===== src/rtl/dma_csr_regfile_pkg.sv =====
// -----------------------------------------------------------------------------
// dma_csr_pkg
// Shared definitions for the DMA CSR register file: the bus FSM state type,
// the per-channel register offsets and the CTRL/STATUS bit positions.
// Used by dma_csr_channel and dma_csr_regfile.
// -----------------------------------------------------------------------------
package dma_csr_pkg;

  // Bus-side FSM states of the CSR slave
  typedef enum logic [1:0] {
    ST_IDLE     = 2'd0,
    ST_WR_EN    = 2'd1,
    ST_RD_WAIT  = 2'd2,
    ST_RD_VALID = 2'd3
  } csr_state_e;

  // Register offsets within one channel (csr_addr[2:0])
  localparam logic [2:0] REG_SRC    = 3'd0;
  localparam logic [2:0] REG_DST    = 3'd1;
  localparam logic [2:0] REG_LEN    = 3'd2;
  localparam logic [2:0] REG_CTRL   = 3'd3;
  localparam logic [2:0] REG_STATUS = 3'd4;

  // CTRL bit positions
  localparam int CTRL_GO_BIT     = 0;
  localparam int CTRL_IRQ_EN_BIT = 1;

  // STATUS bit positions
  localparam int STAT_BUSY_BIT = 0;
  localparam int STAT_DONE_BIT = 1;
  localparam int STAT_ERR_BIT  = 2;

endpackage


===== src/rtl/dma_csr_regfile_if.sv =====
// -----------------------------------------------------------------------------
// dma_csr_if
// Avalon-MM-style CSR bus between the host (master) and the DMA CSR slave.
//   csr_wr / csr_rd   : requests, held by the master until csr_wait_rq is low
//   csr_addr          : word address, [2:0] register, [6:3] channel
//   csr_wr_data       : write data
//   csr_wait_rq       : stall from the slave; a request completes when low
//   csr_rd_data       : read data, nonzero only in the read-valid cycle
// -----------------------------------------------------------------------------
interface dma_csr_if #(
  parameter int DATA_W = 32
);

  logic              csr_wr;
  logic              csr_rd;
  logic [31:0]       csr_addr;
  logic [DATA_W-1:0] csr_wr_data;
  logic              csr_wait_rq;
  logic [DATA_W-1:0] csr_rd_data;

  modport master (
    output csr_wr, csr_rd, csr_addr, csr_wr_data,
    input  csr_wait_rq, csr_rd_data
  );

  modport slave (
    input  csr_wr, csr_rd, csr_addr, csr_wr_data,
    output csr_wait_rq, csr_rd_data
  );

endinterface


===== src/rtl/dma_csr_regfile_channel.sv =====
// -----------------------------------------------------------------------------
// dma_csr_channel
// Register bank of one DMA channel: SRC, DST, LEN, CTRL.IRQ_EN and the
// STATUS DONE/ERR flags, plus the GO pulse towards the channel engine.
// Ports:
//   clk, reset_n   : clock, asynchronous active-low reset
//   i_wrEn         : one-cycle write strobe for this channel
//   i_regSel       : register offset of the write
//   i_wrData       : write data
//   i_busy         : engine busy level
//   i_done         : engine completion pulse
//   o_src/o_dst    : address registers
//   o_len          : length register
//   o_irqEn        : CTRL.IRQ_EN
//   o_doneFlag     : STATUS.DONE
//   o_errFlag      : STATUS.ERR
//   o_go           : one-cycle start pulse, the cycle after the CTRL write
// -----------------------------------------------------------------------------
module dma_csr_channel
  import dma_csr_pkg::*;
#(
  parameter int DATA_W = 32,
  parameter int LEN_W  = 24
) (
  input  logic              clk,
  input  logic              reset_n,
  input  logic              i_wrEn,
  input  logic [2:0]        i_regSel,
  input  logic [DATA_W-1:0] i_wrData,
  input  logic              i_busy,
  input  logic              i_done,
  output logic [DATA_W-1:0] o_src,
  output logic [DATA_W-1:0] o_dst,
  output logic [LEN_W-1:0]  o_len,
  output logic              o_irqEn,
  output logic              o_doneFlag,
  output logic              o_errFlag,
  output logic              o_go
);

  logic [DATA_W-1:0] r_src;
  logic [DATA_W-1:0] r_dst;
  logic [LEN_W-1:0]  r_len;
  logic              r_irqEn;
  logic              r_done;
  logic              r_err;
  logic              r_go;

  // Register writes. GO is refused (and ERR raised) when the engine is still
  // busy or no length has been programmed; r_go only ever lives one cycle.
  always_ff @(posedge clk or negedge reset_n) begin
    if (!reset_n) begin
      r_src   <= '0;
      r_dst   <= '0;
      r_len   <= '0;
      r_irqEn <= 1'b0;
      r_err   <= 1'b0;
      r_go    <= 1'b0;
    end else begin
      r_go <= 1'b0;
      if (i_wrEn) begin
        case (i_regSel)
          REG_SRC: r_src <= i_wrData;
          REG_DST: r_dst <= i_wrData;
          REG_LEN: r_len <= i_wrData[LEN_W-1:0];
          REG_CTRL: begin
            r_irqEn <= i_wrData[CTRL_IRQ_EN_BIT];
            if (i_wrData[CTRL_GO_BIT]) begin
              if (!i_busy && (r_len != '0)) begin
                r_go <= 1'b1;
              end else begin
                r_err <= 1'b1;
              end
            end
          end
          REG_STATUS: begin
            if (i_wrData[STAT_ERR_BIT]) begin
              r_err <= 1'b0;
            end
          end
          default: ;
        endcase
      end
    end
  end

  // DONE is set by the engine and cleared by software; when both happen on
  // the same edge the engine's set wins so a completion is never lost.
  always_ff @(posedge clk or negedge reset_n) begin
    if (!reset_n) begin
      r_done <= 1'b0;
    end else if (i_done) begin
      r_done <= 1'b1;
    end else if (i_wrEn && (i_regSel == REG_STATUS) && i_wrData[STAT_DONE_BIT]) begin
      r_done <= 1'b0;
    end
  end

  assign o_src      = r_src;
  assign o_dst      = r_dst;
  assign o_len      = r_len;
  assign o_irqEn    = r_irqEn;
  assign o_doneFlag = r_done;
  assign o_errFlag  = r_err;
  assign o_go       = r_go;

endmodule


===== src/rtl/dma_csr_regfile.sv =====
// -----------------------------------------------------------------------------
// dma_csr_regfile
// Multi-channel CSR slave for the DMA: bus FSM, address decode, read mux and
// NUM_CH instances of dma_csr_channel.
// Optional feature macro: DMA_CSR_IRQ_EN (adds the registered irq output).
// Ports:
//   clk, reset_n : clock, asynchronous active-low reset
//   csr          : CSR bus (dma_csr_if.slave)
//   ch_go        : one-cycle start pulse per channel
//   ch_src       : flattened source addresses, channel i at [i*DATA_W +: DATA_W]
//   ch_dst       : flattened destination addresses
//   ch_len       : flattened lengths, channel i at [i*LEN_W +: LEN_W]
//   ch_busy      : engine busy levels
//   ch_done      : engine completion pulses
//   irq          : (DMA_CSR_IRQ_EN only) OR of DONE&IRQ_EN and ERR, registered
// -----------------------------------------------------------------------------
module dma_csr_regfile
  import dma_csr_pkg::*;
#(
  parameter int NUM_CH  = 4,
  parameter int DATA_W  = 32,
  parameter int LEN_W   = 24,
  parameter int RD_WAIT = 2
) (
  input  logic                     clk,
  input  logic                     reset_n,
  dma_csr_if.slave                 csr,
  output logic [NUM_CH-1:0]        ch_go,
  output logic [NUM_CH*DATA_W-1:0] ch_src,
  output logic [NUM_CH*DATA_W-1:0] ch_dst,
  output logic [NUM_CH*LEN_W-1:0]  ch_len,
  input  logic [NUM_CH-1:0]        ch_busy,
  input  logic [NUM_CH-1:0]        ch_done
`ifdef DMA_CSR_IRQ_EN
  ,
  output logic                     irq
`endif
);

  localparam logic [3:0] CNT_INIT = (RD_WAIT > 0) ? 4'(RD_WAIT - 1) : 4'd0;

  csr_state_e        r_state;
  csr_state_e        w_nextState;
  logic [2:0]        r_regSel;
  logic [3:0]        r_chSel;
  logic [DATA_W-1:0] r_wrData;
  logic [3:0]        r_cnt;
  logic [NUM_CH-1:0] w_wrEn;
  logic [NUM_CH-1:0] w_irqEn;
  logic [NUM_CH-1:0] w_doneFlag;
  logic [NUM_CH-1:0] w_errFlag;
  logic [DATA_W-1:0] w_rdData;
  logic              w_unusedAddr;

  // Only the channel and register fields of the address are decoded
  assign w_unusedAddr = ^csr.csr_addr[31:7];

  // FSM state register
  always_ff @(posedge clk or negedge reset_n) begin
    if (!reset_n) begin
      r_state <= ST_IDLE;
    end else begin
      r_state <= w_nextState;
    end
  end

  // Next-state logic; a simultaneous write and read takes the write path
  always_comb begin
    w_nextState = r_state;
    case (r_state)
      ST_IDLE: begin
        if (csr.csr_wr) begin
          w_nextState = ST_WR_EN;
        end else if (csr.csr_rd) begin
          w_nextState = (RD_WAIT == 0) ? ST_RD_VALID : ST_RD_WAIT;
        end
      end
      ST_WR_EN:    w_nextState = ST_IDLE;
      ST_RD_WAIT:  if (r_cnt == 4'd0) w_nextState = ST_RD_VALID;
      ST_RD_VALID: w_nextState = ST_IDLE;
      default:     w_nextState = ST_IDLE;
    endcase
  end

  // Request capture in IDLE and the read wait-state counter
  always_ff @(posedge clk or negedge reset_n) begin
    if (!reset_n) begin
      r_regSel <= '0;
      r_chSel  <= '0;
      r_wrData <= '0;
      r_cnt    <= '0;
    end else if ((r_state == ST_IDLE) && (csr.csr_wr || csr.csr_rd)) begin
      r_regSel <= csr.csr_addr[2:0];
      r_chSel  <= csr.csr_addr[6:3];
      r_wrData <= csr.csr_wr_data;
      r_cnt    <= CNT_INIT;
    end else if ((r_state == ST_RD_WAIT) && (r_cnt != 4'd0)) begin
      r_cnt <= r_cnt - 4'd1;
    end
  end

  // The master is released exactly in the WR_EN and RD_VALID cycles
  assign csr.csr_wait_rq = (csr.csr_wr | csr.csr_rd) &
                           (r_state != ST_WR_EN) & (r_state != ST_RD_VALID);

  // Per-channel write strobes; channels at or above NUM_CH never match
  always_comb begin
    w_wrEn = '0;
    for (int i = 0; i < NUM_CH; i++) begin
      w_wrEn[i] = (r_state == ST_WR_EN) && (r_chSel == 4'(i));
    end
  end

  // Read mux; drives zero outside RD_VALID and for absent channels
  always_comb begin
    w_rdData = '0;
    if (r_state == ST_RD_VALID) begin
      for (int i = 0; i < NUM_CH; i++) begin
        if (r_chSel == 4'(i)) begin
          case (r_regSel)
            REG_SRC:  w_rdData = ch_src[i*DATA_W +: DATA_W];
            REG_DST:  w_rdData = ch_dst[i*DATA_W +: DATA_W];
            REG_LEN:  w_rdData = DATA_W'(ch_len[i*LEN_W +: LEN_W]);
            REG_CTRL: w_rdData[CTRL_IRQ_EN_BIT] = w_irqEn[i];
            REG_STATUS: begin
              w_rdData[STAT_BUSY_BIT] = ch_busy[i];
              w_rdData[STAT_DONE_BIT] = w_doneFlag[i];
              w_rdData[STAT_ERR_BIT]  = w_errFlag[i];
            end
            default: w_rdData = '0;
          endcase
        end
      end
    end
  end

  assign csr.csr_rd_data = w_rdData;

  for (genvar g = 0; g < NUM_CH; g++) begin : g_ch
    dma_csr_channel #(
      .DATA_W (DATA_W),
      .LEN_W  (LEN_W)
    ) u_ch (
      .clk        (clk),
      .reset_n    (reset_n),
      .i_wrEn     (w_wrEn[g]),
      .i_regSel   (r_regSel),
      .i_wrData   (r_wrData),
      .i_busy     (ch_busy[g]),
      .i_done     (ch_done[g]),
      .o_src      (ch_src[g*DATA_W +: DATA_W]),
      .o_dst      (ch_dst[g*DATA_W +: DATA_W]),
      .o_len      (ch_len[g*LEN_W +: LEN_W]),
      .o_irqEn    (w_irqEn[g]),
      .o_doneFlag (w_doneFlag[g]),
      .o_errFlag  (w_errFlag[g]),
      .o_go       (ch_go[g])
    );
  end

`ifdef DMA_CSR_IRQ_EN
  logic r_irq;

  // Interrupt: any enabled DONE or any ERR, registered one cycle later
  always_ff @(posedge clk or negedge reset_n) begin
    if (!reset_n) begin
      r_irq <= 1'b0;
    end else begin
      r_irq <= (|(w_doneFlag & w_irqEn)) | (|w_errFlag);
    end
  end

  assign irq = r_irq;
`endif

endmodule


===== src/flat_wrapper.sv =====
// flat-port wrapper written by rule: the top's interface ports become plain ports
module dma_csr_regfile_flat import dma_csr_pkg::*;
#(
  parameter int NUM_CH  = 4,
  parameter int DATA_W  = 32,
  parameter int LEN_W   = 24,
  parameter int RD_WAIT = 2
)
  (clk, reset_n, ch_go, ch_src, ch_dst, ch_len, ch_busy, ch_done, csr_csr_wr, csr_csr_rd, csr_csr_addr, csr_csr_wr_data, csr_csr_wait_rq, csr_csr_rd_data);
  dma_csr_if #(.DATA_W(DATA_W)) csr_i ();
  input  logic clk;
  input  logic reset_n;
  output logic [NUM_CH-1:0] ch_go;
  output logic [NUM_CH*DATA_W-1:0] ch_src;
  output logic [NUM_CH*DATA_W-1:0] ch_dst;
  output logic [NUM_CH*LEN_W-1:0] ch_len;
  input  logic [NUM_CH-1:0] ch_busy;
  input  logic [NUM_CH-1:0] ch_done;
  input wire logic [$bits(csr_i.csr_wr)-1:0] csr_csr_wr;
  input wire logic [$bits(csr_i.csr_rd)-1:0] csr_csr_rd;
  input wire logic [$bits(csr_i.csr_addr)-1:0] csr_csr_addr;
  input wire logic [$bits(csr_i.csr_wr_data)-1:0] csr_csr_wr_data;
  output wire logic [$bits(csr_i.csr_wait_rq)-1:0] csr_csr_wait_rq;
  output wire logic [$bits(csr_i.csr_rd_data)-1:0] csr_csr_rd_data;
  assign csr_i.csr_wr = csr_csr_wr;
  assign csr_i.csr_rd = csr_csr_rd;
  assign csr_i.csr_addr = csr_csr_addr;
  assign csr_i.csr_wr_data = csr_csr_wr_data;
  assign csr_csr_wait_rq = csr_i.csr_wait_rq;
  assign csr_csr_rd_data = csr_i.csr_rd_data;
  dma_csr_regfile #(.NUM_CH(NUM_CH), .DATA_W(DATA_W), .LEN_W(LEN_W), .RD_WAIT(RD_WAIT)) u_core (.clk(clk), .reset_n(reset_n), .csr(csr_i), .ch_go(ch_go), .ch_src(ch_src), .ch_dst(ch_dst), .ch_len(ch_len), .ch_busy(ch_busy), .ch_done(ch_done));
endmodule

===== config.mk =====
export PLATFORM = sky130hd
export DESIGN_NAME = dma_csr_regfile_flat
export DESIGN_NICKNAME = d
export VERILOG_FILES = /design/src/rtl/dma_csr_regfile_pkg.sv /design/src/rtl/dma_csr_regfile_if.sv /design/src/rtl/dma_csr_regfile_channel.sv /design/src/rtl/dma_csr_regfile.sv /design/src/flat_wrapper.sv
export SDC_FILE = /design/constraint.sdc
export NUM_CORES = 1
export LEC_CHECK = 0
export CAP_MARGIN = 20
export CORE_ASPECT_RATIO = 1.1
export CORE_MARGIN = 10
export CORE_UTILIZATION = 50
export DETAILED_ROUTE_END_ITERATION = 12
export PLACE_DENSITY = 0.81
export SYNTH_ARGS = -nofsm -noshare
export SYNTH_HDL_FRONTEND = slang
export SYNTH_SLANG_ARGS = --single-unit

===== constraint.sdc =====
create_clock -name clk -period 3.1 [get_ports clk]
set_input_delay 0.93 -clock clk [delete_from_list [all_inputs] [get_ports clk]]
set_output_delay 0.93 -clock clk [all_outputs]
set_load 0.01 [all_outputs]

After elaboration in Yosys (flattened, before gate mapping) --
Cells that the tools add are included.
Cells by class: $add $sub $neg 1, $mul 0, divide/modulo/power cells 0, order comparisons 0, equality and inequality tests 20, shift operators 0, multiplexer cells 64, bitwise gates (word level) 3, reductions and logical operators 61
Operators by type and width (count):
- $pmux 29 s4 | 3
- $mux 32 | 5
- $reduce_bool 24->1 | 4
- $pmux 29 s3 | 1
- $pmux 1 s5 | 10
- $reduce_and 2->1 | 17
- $mux 1 | 33
- $reduce_and 5->1 | 4
- $logic_and 1x1->1 | 18
- $reduce_bool 2->1 | 6
- $ne 2x2->1 const B | 5
- $eq 4x2->1 const B | 2
- $logic_not 4->1 | 2
- $mux 4 | 2
- $ne 2x1->1 const B | 4
- $pmux 1 s2 | 4
- $pmux 1 s4 | 2
- $eq 3x2->1 const B | 2
- $mux 2 | 3
- $pmux 2 s3 | 1
- $eq 2x2->1 const B | 2
- $eq 4x1->1 const B | 1
- $logic_not 1->1 | 4
- $reduce_bool 4->1 | 1
- 11 further kinds | 13
Storage, ports and cells: bits in registers 413, bits in latches 0, bits in writable memories 0, memory bits (read-only) 0, memories 0

Longest topological paths before layout --
depth in word-level cells 10, depth in mapped cells 8, depth with buffers taken out 6

By module --
Synthesis repeated with hierarchy kept, for this count alone.
Second synthesis, totals: cell total of the unflattened synthesis 1452, area, all modules 20363.3 µm²
Modules (own cells, without submodules):
- dma_csr_channel | times used 4, cells each 214, area each 3722.3 µm²
- dma_csr_regfile | times used 1, cells each 596, area each 5474.0 µm²

Worst setup path after synthesis --
No wires, ideal clock.
path type flip-flop to output port, start point register u_core.r_regSel[2], end point output csr_csr_rd_data[21], arrival 1.864 ns, required time 2.170 ns, path slack 0.306 ns, stages on the path, launching flop included 6, path buffers 2, path through dfrtp_1 clkbuf_1 nor4_1 clkbuf_1 a22oi_1 a221oi_1
On the way: word-level cells in the longest chain between the ends 10, elaborated cells on any way between the ends 15, those cells by class 4 x eq/ne; 9 x mux; 2 x reduce/logical
Ends and longest elaborated chain:
- start, declared | RTL line dma_csr_regfile.sv:44 | logic [2:0] r_regSel;
- start signal, assigned | RTL line dma_csr_regfile.sv:93 | r_regSel <= csr.csr_addr[2:0];
- $eq 3x2->1 (tied with other cells) | RTL line dma_csr_regfile.sv:120 | case (r_regSel)
- $pmux 29 s3 | RTL line dma_csr_regfile.sv:120
- $mux 32 | RTL line dma_csr_regfile.sv:119 | if (r_chSel == 4'(i)) begin
- $pmux 29 s4 | RTL line dma_csr_regfile.sv:120
- $mux 32 | RTL line dma_csr_regfile.sv:119
- $pmux 29 s4 | RTL line dma_csr_regfile.sv:120
- $mux 32 | RTL line dma_csr_regfile.sv:119
- $pmux 29 s4 | RTL line dma_csr_regfile.sv:120
- $mux 32 * | RTL line dma_csr_regfile.sv:119
- $mux 32 * | RTL line dma_csr_regfile.sv:117 | if (r_state == ST_RD_VALID) begin
- end, declared | RTL line flat_wrapper.sv:24 | output wire logic [$bits(csr_i.csr_rd_data)-1:0] csr_csr_rd_data;
Every way passes the cells marked *; elsewhere a longest branch is shown, timed or not.

Worst setup path after layout --
start point register u_core.r_regSel[0], end point output csr_csr_rd_data[1]
On the way: word-level cells in the longest chain between the ends 7, elaborated cells on any way between the ends 14, those cells by class 4 x eq/ne; 9 x mux; 1 x reduce/logical
Ends and longest elaborated chain (RTL line):
- $eq 3x3->1 (tied with other cells) | dma_csr_regfile.sv:120
- $pmux 1 s5 | dma_csr_regfile.sv:120
- $mux 32 (3 in series) | dma_csr_regfile.sv:119
- $mux 32 * | dma_csr_regfile.sv:119
- $mux 32 * | dma_csr_regfile.sv:117
Marked as above.

==> run summary <==
The region available for standard cell placement spans 38,010 um2. The number of global-route vias before repair came to 16,710. The maximum vdd drop came out at 684.0 uV. The total power divided by cell area came out at 1143 nW/um2. For the pin with the worst max-slew slack, the measured transition is 0.9900 ns. Counting flops and latches in the post-synthesis netlist gives 413.

The tightest slew margin relative to the limit is 33.39%. The slack of the worst reg-to-reg path is 0.50 ns. Summing every instance area after synthesis gives 19,110 um2. Clock tree synthesis selected as its root buffer the cell clkbuf_16. The die outline height came out at 225.1 um. The post-layout minimum cycle time is 3.474 ns. The final worst-path cycle share is 112.1%. Yosys mapped a number of flops with a built-in enable equal to 0.

The I/O pin count came out at 465. The worst clock skew is 0.01699 ns. The number of slew-limit violations in the final report is 0. The total overflow left after global routing is 0. The number of warnings reported in the yosys synthesis log came out at 0. The average size of a mapped cell came out at 12.55 um2. Setup repair after global routing could not meet its margin everywhere.

The post-detailed-route count of antenna-violating nets came out at 0. The fraction of the mapped netlist area in compound gates is 7.835%. The endpoint identified for the worst register-to-register timing path is u_core.g_ch[3].u_ch.o_src[15]. Measured along the x axis, the die boundary spans 206.4 um. For this design, the CTS-stage hold fixing added 0 buffers. The post-detailed-route via-to-cell ratio is 6.176. The post-synthesis net count is 1,600. The critical path is of the flip-flop to output pin type. The number of failing hold endpoints at the final stage came out at 0. Leaving out fill and tap cells, the most frequent cell in the layout is dfrtp_1. The total via count after detailed routing came out at 16,300. The estimated wirelength of the detail-placed design came out at 52,410 um. The number of core rows came out at 75. The type of the tightest min-delay check is input pin to asynchronous set/reset pin. The minimum setup slack in the final design is -0.3737 ns. Of all nets on the critical path, the largest fanout is 4. The violation count after the first detailed-route iteration is 1,322. The critical path data required time came out at 2.17 ns. The routed wire length came out at 79,400 um. The floorplan step defined a die boundary enclosing 46,460 um2. The global placer's final weighted congestion came out at 0.9441. The CTS tree is yes. The number of unique standard cell types used by synthesis is 49. The run finished, with violations left. The highest clock frequency the design can meet came out at 287.9 MHz. The number of H-tree levels is 2. The number of fill cells in the layout came out at 2,434.

The layout overhead on the synthesized area is 47.48%. The XOR/XNOR share of the synthesized area came out at 0.1375%. The final net count is 2,183. Among all flip-flop cells after synthesis, the most frequent one is dfrtp_1. The total power of the final layout came out at 0.03222 W. Data on the critical path arrives at its endpoint at 2.54 ns. The number of cells in the design after placement came out at 2,490.

The first detailed-routing pass ran for 5 iterations. The port buffer count is 439. The checks that failed: setup timing. The number of buffers between clock root and the deepest sink came out at 3. Summing all placed instances gives a cell area of 25,230 um2. The number of max-cap violations is 0. After Yosys synthesis, full adders, half adders and majority gates account for 0.06546% of the synthesized area. Setup violations remaining at the end of the flow were counted as 32. For this design the static power due to leakage is 12.79 nW.

After synthesis, the largest family of logic cells by area is multiplexers. The synthesized instance count came out at 1,523. The number of antenna violations at the first check in global routing came out at 3. After synthesis, flip-flops and latches occupy 54.07% of the total area.

The clock latency on the worst-skew pair came out at 0.56 ns. The tightest hold margin came out at 0.3368 ns. The share of cells above drive strength 1 is 41.25%. The portion of netlist area occupied by mux cells is 28.92%. The cell depth of the worst flop-to-flop path came out at 8. Registers take 10,350 um2. The area used by multi-input combinational logic is 9015 um2. The utilization after layout came out at 74.17%.

The pin count of the biggest net entering global routing is 65. The clock net in this run drives a total of 413 sinks. After detailed routing, the average wire length per cell comes to 30.09 um.

The number of remaining DRC errors came out at 0. The area share of and/or/nand/nor cells after synthesis came out at 5.963%. In the synthesized netlist the async set-or-reset flop fraction comes to 100.0%. The top cell types in the final layout, fill and taps aside, are dfrtp_1, clkdlybuf4s50_1, mux2_2.

The total CTS buffers came out at 43. The filler-free cell count of the finished design is 2,639. The capturing element type of the critical path is an output pin. The first-pass GRT wire length came out at 110,000 um. Clock-pin slew was measured on the worst setup and hold paths at 0.06 ns.

The startpoint identified for the worst register-to-register timing path is u_core.r_chSel[3]. The post-route cell area came out at 28,190 um2. The combined global-route utilization of all metal layers came out at 31.54%. The effective utilization at floorplan is 50.29%.

The kind of launch point of the worst setup path is a flip-flop.
==> cells in the mapped netlist (3+ instances only) <==
master | number | area share [%]
nor2_1 | 52 | 1.0
buf_1 | 6 | 0.12
nor3_1 | 13 | 0.34
mux2i_1 | 109 | 5.7
mux2_1 | 6 | 0.35
clkbuf_1 | 58 | 1.1
a22oi_1 | 35 | 1.4
buf_4 | 4 | 0.16
and2_1 | 3 | 0.098
a21o_1 | 5 | 0.20
nand4_1 | 4 | 0.13
nand2_1 | 102 | 2.0
o21bai_1 | 5 | 0.20
o32ai_1 | 3 | 0.14
and3_1 | 3 | 0.098
nand3_1 | 7 | 0.18
nor3_2 | 3 | 0.16
a211oi_1 | 21 | 0.82
a21oi_1 | 44 | 1.2
nand2b_1 | 4 | 0.13
a222oi_1 | 3 | 0.16
buf_2 | 58 | 1.5
a221oi_1 | 22 | 1.0
mux2_2 | 388 | 23
nor2b_1 | 6 | 0.20
o22ai_1 | 8 | 0.26
dfrtp_1 | 413 | 54
nor4_1 | 25 | 0.82
a32o_1 | 4 | 0.21
inv_1 | 4 | 0.079
o21ai_0 | 79 | 2.1
nand3b_1 | 3 | 0.12
==> state kept, by name, summed over array words and instances (netlist names) <==
name                         count
u_core.r_state                   2
u_core.g_ch.u_ch.o_src         128
u_core.g_ch.u_ch.o_go            4
u_core.r_cnt                     4
u_core.g_ch.u_ch.o_dst         128
u_core.g_ch.u_ch.o_len          96
u_core.g_ch.u_ch.o_errFlag       4
u_core.r_wrData                 32
u_core.g_ch.u_ch.o_doneFlag      4
u_core.g_ch.u_ch.o_irqEn         4
u_core.r_regSel                  3
u_core.r_chSel                   4
==> metrics by stage <==
step | setup WS (ns) | setup TNS, ns
2_1_floorplan | 0.3056 | 0
3_3_place_gp | -0.7599 | -7.987
3_5_place_dp | -0.7219 | -7.927
4_1_cts | -0.3882 | -8.109
5_1_grt | -0.4730 | -11.70
6_report | -0.3737 | -9.198
==> cell type report <==
type                    count  area share (%)
clock buffers              65           4.501
clock inverters            12          0.3329
well taps                 500           2.219
repair buffers            664           24.19
multi-input cells         980           31.98
diodes                      1        0.008877
flip-flops and latches    413           36.71
inverters                   4         0.05326
==> worst max-delay path, stage by stage, from the launching register on <==
cell and delay [ns]:
dfrtp_4 0.49, buf_6 0.14, buf_12 0.12, buf_6 0.10, mux2i_2 0.16, o32ai_2 0.22, a211oi_1 0.09, nor4bb_1 0.28
o311a_1 0.24, buf_2 0.15
==> worst max-delay path by stage <==
stage,startpoint,endpoint,slack [ns],cells past startpoint
6_report,u_core.r_regSel[0],csr_csr_rd_data[1],-0.37,9
5_1_grt,u_core.r_regSel[0],csr_csr_rd_data[1],-0.47,9
4_1_cts,u_core.r_regSel[0],csr_csr_rd_data[1],-0.39,9
3_5_place_dp,ch_busy[0],csr_csr_rd_data[0],-0.72,7
3_3_place_gp,ch_busy[0],csr_csr_rd_data[0],-0.76,7
2_1_floorplan,u_core.r_regSel[2],csr_csr_rd_data[21],0.31,5
==> routing by layer <==
metal  track usage [%]  wire length, um  vias to the layer above
met2             51.89            39090                      892
met3             7.434             7373                      213
li1                  -                -                     6740
met5                 0               34                        -
met1             38.71            29390                     8447
met4             13.95             3513                        6
==> power breakdown <==
part	total, W	switching [W]	internal [W]
clock network	0.00507	0.00216	0.00291
logic	0.0163	0.00759	0.00867
registers	0.0109	0.00310	0.00779
==> logic make-up after synthesis <==
group	count (synthesis)
adders and majority gates	1
DFF	413
xor gates and xnor gates	3
and+or+nand+nor	238
buffers and inverters	130
AOI/OAI and AO/OA	235
muxes	503
==> repair_timing <==
action	CTS	global route
endpoints found under the hold margin	0	0
gates cloned	1	13
buffers inserted	41	20
endpoints found under the setup margin	33	32
gates resized for setup	264	151
pin swaps	62	72
Note: power is estimated with default switching activity, not from simulation.
